===== src/rtl/data_mem_arbiter_pkg.sv =====
// Shared types and constants for the two-master data memory arbiter.
package data_arb_pkg;

  typedef enum logic [1:0] {
    ARB   = 2'd0,
    LOCK0 = 2'd1,
    LOCK1 = 2'd2
  } arb_state_t;

  localparam int SECTION_LSB = 16;
  localparam int SECTION_W   = 2;
  localparam logic [SECTION_W-1:0] BAD_SECTION = 2'b11;

  typedef struct packed {
    logic owner;
    logic is_read;
    logic is_bad;
  } resp_t;

  function automatic logic is_bad_section(input logic [SECTION_W-1:0] sec);
    return sec == BAD_SECTION;
  endfunction

endpackage


===== src/rtl/data_mem_arbiter_pick.sv =====
// Combinational two-way pick: single requester always wins; on contention
// mode=1 picks the master other than rr_last, mode=0 picks master 0.
module data_arb_pick (
  input  logic [1:0] req,
  input  logic       rr_last,
  input  logic       mode,
  output logic [1:0] gnt
);

  always_comb begin
    gnt = 2'b00;
    case (req)
      2'b01:   gnt = 2'b01;
      2'b10:   gnt = 2'b10;
      2'b11:   gnt = (mode && !rr_last) ? 2'b10 : 2'b01;
      default: gnt = 2'b00;
    endcase
  end

endmodule


===== src/rtl/data_mem_arbiter.sv =====
// Two-master arbiter sharing the data memory port, with locked bursts and a
// lock timeout. Define DATA_ARB_ROUND_ROBIN_EN for round-robin contention.
module data_mem_arbiter
  import data_arb_pkg::*;
#(
  parameter int LOCK_MAX = 64,
  parameter int ADDR_W   = 32
) (
  input  logic              CLK,
  input  logic              RST_n,
  input  logic [1:0]        m_req_i,
  input  logic [1:0]        m_we_i,
  input  logic [1:0]        m_lock_i,
  input  logic [ADDR_W-1:0] m0_addr_i,
  input  logic [ADDR_W-1:0] m1_addr_i,
  input  logic [31:0]       m0_wdata_i,
  input  logic [31:0]       m1_wdata_i,
  output logic [1:0]        m_gnt_o,
  output logic [1:0]        m_rvalid_o,
  output logic [31:0]       m_rdata_o,
  output logic [1:0]        m_err_o,
  output logic [ADDR_W-1:0] mem_addr_o,
  output logic [31:0]       mem_data_o,
  output logic              mem_wren_o,
  input  logic [31:0]       mem_q_i
);

  localparam int CNT_W = (LOCK_MAX > 1) ? $clog2(LOCK_MAX) : 1;

  function automatic logic [1:0] owner_mask(input logic owner);
    return owner ? 2'b10 : 2'b01;
  endfunction

  arb_state_t        state;
  logic [CNT_W-1:0]  lock_cnt;
  logic              rr_last;
  logic              pick_mode;
  logic [1:0]        pick_gnt;
  logic [1:0]        gnt;
  logic              any_gnt;
  logic              winner;
  logic [ADDR_W-1:0] win_addr;
  logic              win_we;
  logic              win_bad;
  logic              owner_idx;
  logic              lock_timeout;
  logic              lock_drop;
  logic [ADDR_W-1:0] addr_hold;
  resp_t             resp_p1;
  logic              vld_p1;

`ifdef DATA_ARB_ROUND_ROBIN_EN
  assign pick_mode = 1'b1;
`else
  // Fixed priority, except the first decision after a timeout penalises the
  // master that timed out (recorded in rr_last).
  logic penalty;
  assign pick_mode = penalty;
`endif

  data_arb_pick u_pick (
    .req     (m_req_i),
    .rr_last (rr_last),
    .mode    (pick_mode),
    .gnt     (pick_gnt)
  );

  always_comb begin
    gnt = 2'b00;
    if (RST_n) begin
      case (state)
        ARB:     gnt = pick_gnt;
        LOCK0:   gnt = {1'b0, m_req_i[0]};
        LOCK1:   gnt = {m_req_i[1], 1'b0};
        default: gnt = 2'b00;
      endcase
    end
  end

  assign m_gnt_o  = gnt;
  assign any_gnt  = |gnt;
  assign winner   = gnt[1];
  assign win_addr = winner ? m1_addr_i : m0_addr_i;
  assign win_we   = m_we_i[winner];
  assign win_bad  = is_bad_section(win_addr[SECTION_LSB +: SECTION_W]);

  assign mem_addr_o = any_gnt ? win_addr : addr_hold;
  assign mem_data_o = any_gnt ? (winner ? m1_wdata_i : m0_wdata_i) : 32'd0;
  assign mem_wren_o = any_gnt & win_we & ~win_bad;

  assign owner_idx    = (state == LOCK1);
  assign lock_timeout = (state != ARB) && (lock_cnt == CNT_W'(LOCK_MAX - 1));
  assign lock_drop    = (state != ARB) && !m_lock_i[owner_idx];

  always_ff @(posedge CLK or negedge RST_n) begin
    if (!RST_n) begin
      state    <= ARB;
      lock_cnt <= '0;
    end else if (state == ARB) begin
      lock_cnt <= '0;
      if (any_gnt && m_lock_i[winner])
        state <= winner ? LOCK1 : LOCK0;
    end else begin
      // The owner's access in the timeout cycle is still granted above.
      lock_cnt <= lock_cnt + 1'b1;
      if (lock_timeout || lock_drop)
        state <= ARB;
    end
  end

  always_ff @(posedge CLK or negedge RST_n) begin
    if (!RST_n) begin
      rr_last <= 1'b1;
    end else if (lock_timeout) begin
      rr_last <= owner_idx;
`ifdef DATA_ARB_ROUND_ROBIN_EN
    end else if (any_gnt) begin
      rr_last <= winner;
`endif
    end
  end

`ifndef DATA_ARB_ROUND_ROBIN_EN
  always_ff @(posedge CLK or negedge RST_n) begin
    if (!RST_n)
      penalty <= 1'b0;
    else if (lock_timeout)
      penalty <= 1'b1;
    else if (state == ARB && any_gnt)
      penalty <= 1'b0;
  end
`endif

  // Stage p0 -> p1: remember who owns the response slot of this access.
  always_ff @(posedge CLK or negedge RST_n) begin
    if (!RST_n) begin
      vld_p1    <= 1'b0;
      resp_p1   <= '0;
      addr_hold <= '0;
    end else begin
      vld_p1  <= any_gnt;
      resp_p1 <= '{owner: winner, is_read: ~win_we, is_bad: win_bad};
      if (any_gnt)
        addr_hold <= win_addr;
    end
  end

  assign m_rvalid_o = (vld_p1 && resp_p1.is_read) ? owner_mask(resp_p1.owner) : 2'b00;
  assign m_err_o    = (vld_p1 && resp_p1.is_bad)  ? owner_mask(resp_p1.owner) : 2'b00;
  assign m_rdata_o  = (vld_p1 && resp_p1.is_read && !resp_p1.is_bad) ? mem_q_i : 32'd0;

endmodule

===== config.mk =====
export PLATFORM = sky130hd
export DESIGN_NAME = data_mem_arbiter
export DESIGN_NICKNAME = d
export VERILOG_FILES = /design/src/rtl/data_mem_arbiter_pkg.sv /design/src/rtl/data_mem_arbiter_pick.sv /design/src/rtl/data_mem_arbiter.sv
export SDC_FILE = /design/constraint.sdc
export NUM_CORES = 1
export LEC_CHECK = 0
export CORE_AREA = 4 4 102 104
export CTS_BUF_LIST = sky130_fd_sc_hd__clkbuf_8
export DETAILED_ROUTE_END_ITERATION = 7
export DIE_AREA = 0 0 106 108
export GPL_TIMING_DRIVEN = 0
export PLACE_DENSITY = 0.79
export SYNTH_ARGS = -nofsm -noshare
export SYNTH_HDL_FRONTEND = slang
export SYNTH_SLANG_ARGS = --single-unit

===== constraint.sdc =====
create_clock -name CLK -period 3.2 [get_ports CLK]
set_clock_uncertainty 0.1 [all_clocks]
set_input_delay 0.96 -clock CLK [delete_from_list [all_inputs] [get_ports CLK]]
set_output_delay 0.96 -clock CLK [all_outputs]
set_load 0.03 [all_outputs]

==> results_dict.tcl, run 1 <==
set metrics [dict create \
    antenna_found_initial 0 \
    htreeDepth 2 \
    die_y_um 108 \
    portBuffers 270 \
    dr_total_vias 3648 \
    place_congestion 0.779 \
    grt_max_degree 28 \
    worst_pin_slew_ns 0.568 \
    critical_path_arrival_ns 2.22 \
    violations "setup timing" \
    place_inst 744 \
    globalRouteTotalUtil_pct 21.0 \
    drive_above_1_share_pct 26.4 \
    worstSetupEndpointType "output port" \
    chipWidth_um 106 \
    grt_pass1_wl_mm 19.2 \
    grt_pass1_vias 3735 \
    synthCells 340 \
    hold_start "lock_cnt[0]$_DFF_PN0_" \
    cp.required_ns 2.14 \
    synth-main-ff-cell "dfrtp_1" \
    grt-ovfl-total 0 \
    rr_startpoint "state[1]$_DFFE_PN0P_" \
    slew_violations 0 \
    yosysWarnings 0 \
    startpoint_type "input port" \
    row_count 36 \
    synth-edff-count 0 \
    hold_end "lock_cnt[0]$_DFF_PN0_" \
    r2r_end "addr_hold[31]$_DFF_PN0_" \
    synthArstFlopShare_pct 100 \
    fillers 824 \
    holdPathStages 1 \
    hold_violations 0 \
    setup_viol 21 \
    max_freq_mhz 305 \
    viasPerCell 4.67 \
    nets 816 \
    tns_ns -0.866 \
    timing_worst_setup_path_type "input port to output port" \
    wire_per_inst_um 16.8 \
    synth_cell_types 29 \
    dp_hpwl_mm 10.3 \
    drc 0 \
    antenna_cells 0 \
    avgSynthCellArea_um2 8.03 \
    fin_cells 781 \
    regToRegSetupSlack_ns 1.15 \
    cts.sinks 46 \
    ys_seq_area_share_pct 42.2 \
    status "finished with violations" \
    peakVddDrop_mv 0.304 \
    synth_area_um2 2730 \
    io_pins 271 \
    ys_seq_elements 46 \
    cap_violations 0 \
    insertion_delay_ns 0.29 \
    rsz0062_at_grt "true" \
    synth_nets 509 \
    finalCriticalPeriod_ns 3.28 \
    cp_max_fo 7 \
    fp.coreArea_um2 9550 \
    cts-root-buf "clkbuf_8" \
    powerDensity_nw_per_um2 393 \
    total_power_w 0.00245 \
    floorplan.initialDensity_pct 28.6 \
    min_period_over_period_pct 102 \
    slew_headroom_pct 62.0 \
    detail-route-antenna-nets 0 \
    whs_ns 0.368 \
    setup_slack_ns -0.0760 \
    path_clk_slew_ns 0.08 \
    clockBufferDepth 2 \
    finalWirelength_mm 13.1 \
    r2r_cells 8 \
    cts_tree "yes" \
    syn2layout_area_growth_pct 128 \
    drtIter0Drc 129 \
    p_leak_nw 2.99 \
    min-delay-path-class "flop to flop" \
    cts_buffers 5 \
    dieArea_um2 11400 \
    first_pass_iters 4 \
]
[report_power, final]
part | internal (W) | leakage (nW) | switching (W)
registers | 0.000675 | 0.560 | 0.0000351
logic | 0.000663 | 2.37 | 0.000658
clock network | 0.000228 | 0.0607 | 0.000191
[through the flow]
stage          utilization (%)  setup slack, ns  cell area, um2
6_report                  65.2          -0.0760            6230
5_1_grt                   65.2           -0.134            6230
4_1_cts                   63.9          -0.0502            6100
3_5_place_dp              59.5            -1.16            5680
3_3_place_gp              59.3            -2.77            5670
2_1_floorplan                -           0.0130            2800
[logic make-up after synthesis]
logic type	count (synthesis)	share of synthesized area, %
AOI/OAI and AO/OA	107	24.9
xor gates and xnor gates	3	0.963
adders and majority gates	1	0.458
buffers and inverters	27	5.00
DFF	46	42.2
muxes	2	0.779
and+or+nand+nor	154	25.7
[worst max-delay path, cell delays in order]
cell	delay, ns
buf_6	0.06
nor2b_4	0.18
o21ai_4	0.07
buf_12	0.15
nor3_4	0.20
buf_6	0.15
buf_6	0.11
a21o_1	0.17
buf_6	0.15
[cell usage in the layout (no fill, tap or decap), drive strengths merged, types with 3 or more instances in the layout]
cell type	netlist	final
clkdlybuf4s50	0	168
buf	22	115
nand2	82	82
a21oi	60	60
dfrtp	45	45
dlygate4sd2	0	33
and2	32	32
nor2	20	20
a22o	20	20
a21o	20	20
clkbuf	3	13
nand3	8	8
nor2b	6	6
o21ai	4	4
inv	2	4
and3	3	3
[what timing repair did]
| item | in CTS | in global routing |
|---|---|---|
| gates cloned | 6 | 0 |
| hold buffers | 0 | 0 |
| hold endpoints to repair | 0 | 0 |
| gates resized for setup | 525 | 38 |
| pin swaps | 41 | 13 |
| setup buffers | 19 | 9 |
| setup endpoints to repair | 99 | 64 |
[metal layers]
metal	track usage, %	up-vias	part of all wire (%)
li1	-	1765	-
met1	23.4	1700	37
met2	39.4	157	54
met3	5.19	26	6.6
met4	6.75	0	2.6
met5	0	-	0
[synth_stat cells, types with 2 or more instances]
| cell | instances | area share (%) |
|---|---|---|
| clkbuf_1 | 3 | 0.41 |
| buf_2 | 19 | 3.5 |
| nor2b_1 | 6 | 1.4 |
| and3_1 | 3 | 0.69 |
| and2_1 | 32 | 7.3 |
| a21oi_1 | 60 | 11 |
| o21ai_0 | 3 | 0.55 |
| nand3_1 | 8 | 1.5 |
| buf_4 | 3 | 0.83 |
| xor2_1 | 2 | 0.64 |
| a22o_1 | 20 | 6.4 |
| nor2_1 | 20 | 2.8 |
| nand2_1 | 82 | 11 |
| a21o_1 | 20 | 5.5 |
| dfrtp_1 | 45 | 41 |
[layout make-up]
| class | instances | area [um2] | share of cell area (%) |
|---|---|---|---|
| multi-input cells | 267 | 1620 | 26.0 |
| clock buffers | 5 | 68.8 | 1.10 |
| plain buffers | 22 | 218 | 3.49 |
| flip-flops and latches | 46 | 1150 | 18.5 |
| repair buffers | 303 | 2950 | 47.4 |
| clock inverters | 3 | 37.5 | 0.603 |
| inverters | 2 | 15.0 | 0.241 |
| well taps | 133 | 166 | 2.67 |
[worst max-delay path by stage]
stage / start / end / slack [ns] / depth (start not counted)
2_1_floorplan: m_req_i[1] / mem_data_o[21] / 0.01 / 5
3_3_place_gp: RST_n / mem_addr_o[16] / -2.77 / 7
3_5_place_dp: m_req_i[1] / mem_addr_o[16] / -1.16 / 8
4_1_cts: m_req_i[1] / mem_addr_o[9] / -0.05 / 9
5_1_grt: m_req_i[1] / mem_addr_o[1] / -0.13 / 9
6_report: m_req_i[1] / mem_addr_o[0] / -0.08 / 9
[state kept, by name, summed over array words and instances, names as in the netlist]
signal,flops
addr_hold,32
lock_cnt,6
resp_p1,3
state,2
penalty,1
rr_last,1
vld_p1,1
No activity file was read; power rests on OpenSTA's default activity.
==> run 2, diff against run 1 <==
==> constraint.sdc (replaced) <==
create_clock -name CLK -period 3.8 [get_ports CLK]
set_clock_uncertainty 0.1 [all_clocks]
set_input_delay 1.14 -clock CLK [delete_from_list [all_inputs] [get_ports CLK]]
set_output_delay 1.14 -clock CLK [all_outputs]
set_load 0.03 [all_outputs]
==> run 2 against run 1 <==
Final cell count shrank 2.3%. Critical path depth shrank 1. Worst setup slack better by 0.092 ns. Hold slack worse by 0.00069 ns. Register-to-register slack improved by 0.82 ns. Critical path type unchanged. Flip-flop and latch count did not move. Combinational power fell by 26%. Wire length decreased by 1.4%. Sequential share of layout area increased by 1.4 points. Die area unchanged. Global-route usage is 0.26 points higher. The run now ends clean. Cell area decreased by 7.0%. Largest power group unchanged. Highest routed layer unchanged.
==> results_dict.tcl, run 2 (synthesis gave the netlist of run 1 again) <==
set metrics [dict create \
    status "completed" \
    p_leak_nw 2.69 \
    clockBufferDepth 2 \
    drive_above_1_share_pct 21.1 \
    reg_top3 "addr_hold (32), lock_cnt (6), resp_p1 (3)" \
    slew_headroom_pct 62.9 \
    peakVddDrop_mv 0.278 \
    syn2layout_area_growth_pct 112 \
    multi_input_area_um2 1540 \
    worstSetupEndpointType "output port" \
    insertion_delay_ns 0.29 \
    place_congestion 0.874 \
    setup_viol 0 \
    fin_cells 763 \
    cts_hold_buf 0 \
    fillers 912 \
    viasPerCell 4.68 \
    min_period_over_period_pct 99.6 \
    r2r_cells 7 \
    min-delay-path-class "flop to flop" \
    cp.required_ns 2.56 \
    path_clk_slew_ns 0.09 \
    p_sw_w 0.000719 \
    cap_violations 0 \
    rr_startpoint "state[1]$_DFFE_PN0P_" \
    dp_slack_ns -0.985 \
    dieArea_um2 11400 \
    seq_area_um2 1150 \
    startpoint_type "input port" \
    grt_max_degree 28 \
    p_sw_share_pct 38.0 \
    worst_pin_slew_ns 0.554 \
    portBuffers 270 \
    detail-route-antenna-nets 0 \
    cts_buffers 5 \
    chipWidth_um 106 \
    hold_start "lock_cnt[0]$_DFF_PN0_" \
    antenna_found_initial 0 \
    largest_reg_flops 32 \
    cts_tree "yes" \
    pwr-share-comb_pct 51.5 \
    dp_hpwl_mm 10.5 \
    place_inst 744 \
    first_pass_iters 4 \
    htreeDepth 2 \
    cp-startpoint "m_req_i[0]" \
    dr_total_vias 3571 \
    pwr-share-clk_pct 16.9 \
    max_freq_mhz 264 \
    seq_power_share_pct 31.7 \
    floorplan.initialDensity_pct 28.6 \
    drc 0 \
    regToRegSetupSlack_ns 1.97 \
    slew_violations 0 \
    r2r_end "addr_hold[27]$_DFF_PN0_" \
    grt_pass1_vias 3571 \
    nets 798 \
    critical_path_arrival_ns 2.54 \
    io_pins 271 \
    layout_common_cells "clkdlybuf4s50_1 (200), nand2_1 (80), a21oi_1 (46), dfrtp_1 (45), buf_4 (37)" \
    cts-root-buf "clkbuf_8" \
    internal_power_w 0.00117 \
    antenna_cells 0 \
    row_count 36 \
    hold_violations 0 \
    grt-ovfl-total 0 \
    final_common_cell "clkdlybuf4s50_1" \
    powerDensity_nw_per_um2 326 \
    grt_pass1_wl_mm 19.3 \
    finalWirelength_mm 12.9 \
    fp.coreArea_um2 9550 \
    wire_per_inst_um 16.9 \
    cp_max_fo 10 \
    globalRouteTotalUtil_pct 21.3 \
    cts.sinks 46 \
    holdPathStages 1 \
    drtIter0Drc 163 \
    rsz0062_at_grt "true" \
    hold_end "lock_cnt[0]$_DFF_PN0_" \
    largest_register "addr_hold" \
    die_y_um 108 \
    timing_worst_setup_path_type "input port to output port" \
    finalCriticalPeriod_ns 3.78 \
    setup_slack_ns 0.0158 \
]
==> run 2: cell types whose count changed in the layout (fill, tap and decap cells not counted), sizes merged <==
cell / delta
buf: -27
clkdlybuf4s50: +32
bufinv: -1
clkbuf: +9
bufbuf: -1
dlygate4sd2: -30
==> run 2: worst max-delay path by stage <==
stage | to | slack [ns] | depth (start not counted)
2_1_floorplan | mem_data_o[26] | 0.13 | 6
6_report | mem_addr_o[22] | 0.02 | 8
5_1_grt | mem_addr_o[28] | -0.08 | 8
3_3_place_gp | mem_data_o[26] | -2.50 | 7
3_5_place_dp | mem_addr_o[7] | -0.98 | 8
4_1_cts | mem_addr_o[26] | -0.004 | 8
==> run 2: cell type report <==
cell class              instances  share of cell area (%)
plain buffers                  24                    3.37
well taps                     133                    2.87
clock buffers                   6                    1.43
clock inverters                 2                   0.216
multi-input cells             267                    26.6
flip-flops and latches         46                    19.9
repair buffers                283                    45.4
inverters                       2                   0.173
==> run 2: routing by layer <==
layer	wire, um	track usage, %	vias up
met2	6470	38.5	166
met1	4880	23.5	1659
met3	1290	7.88	20
met5	0	0	-
met4	274	6.11	0
li1	-	-	1726
==> run 2: what timing repair did <==
item | 4_1_cts | 5_1_grt
gates cloned | 1 | 0
gates resized for setup | 382 | 58
pin swaps | 11 | 3
buffers inserted | 11 | 0
setup endpoints to repair | 67 | 58
==> run 2: worst max-delay path, stage by stage <==
cell,delay (ns)
dlygate4sd2_1,0.21
nand2b_1,0.10
o211ai_4,0.22
inv_4,0.11
nor3_4,0.26
buf_6,0.18
a21o_1,0.14
clkbuf_4,0.19
==> run 2: per-stage QoR <==
| step | hold slack, ns | instance area (um2) | setup TNS [ns] | util, % | power, W |
|---|---|---|---|---|---|
| 2_1_floorplan | 0.333 | 2730 | 0 | - | 0.00108 |
| 3_3_place_gp | 0.347 | 5600 | -183.09 | 58.6 | 0.00155 |
| 3_5_place_dp | 0.362 | 5620 | -56.33 | 58.9 | 0.00157 |
| 4_1_cts | 0.375 | 5740 | -0.00669 | 60.1 | 0.00188 |
| 5_1_grt | 0.410 | 5790 | -1.39 | 60.6 | 0.00200 |
| 6_report | 0.368 | 5790 | 0 | 60.6 | 0.00189 |
==> run 2: power groups by stage <==
| stage | logic (W) | registers [W] | clock network (W) |
|---|---|---|---|
| after floorplan | 0.000482 | 0.000599 | 0 |
| after global placement | 0.000951 | 0.000604 | 0 |
| after detailed placement | 0.000962 | 0.000608 | 0 |
| after CTS | 0.000947 | 0.000599 | 0.000330 |
| after global routing | 0.00104 | 0.000606 | 0.000354 |
| final | 0.000973 | 0.000599 | 0.000318 |
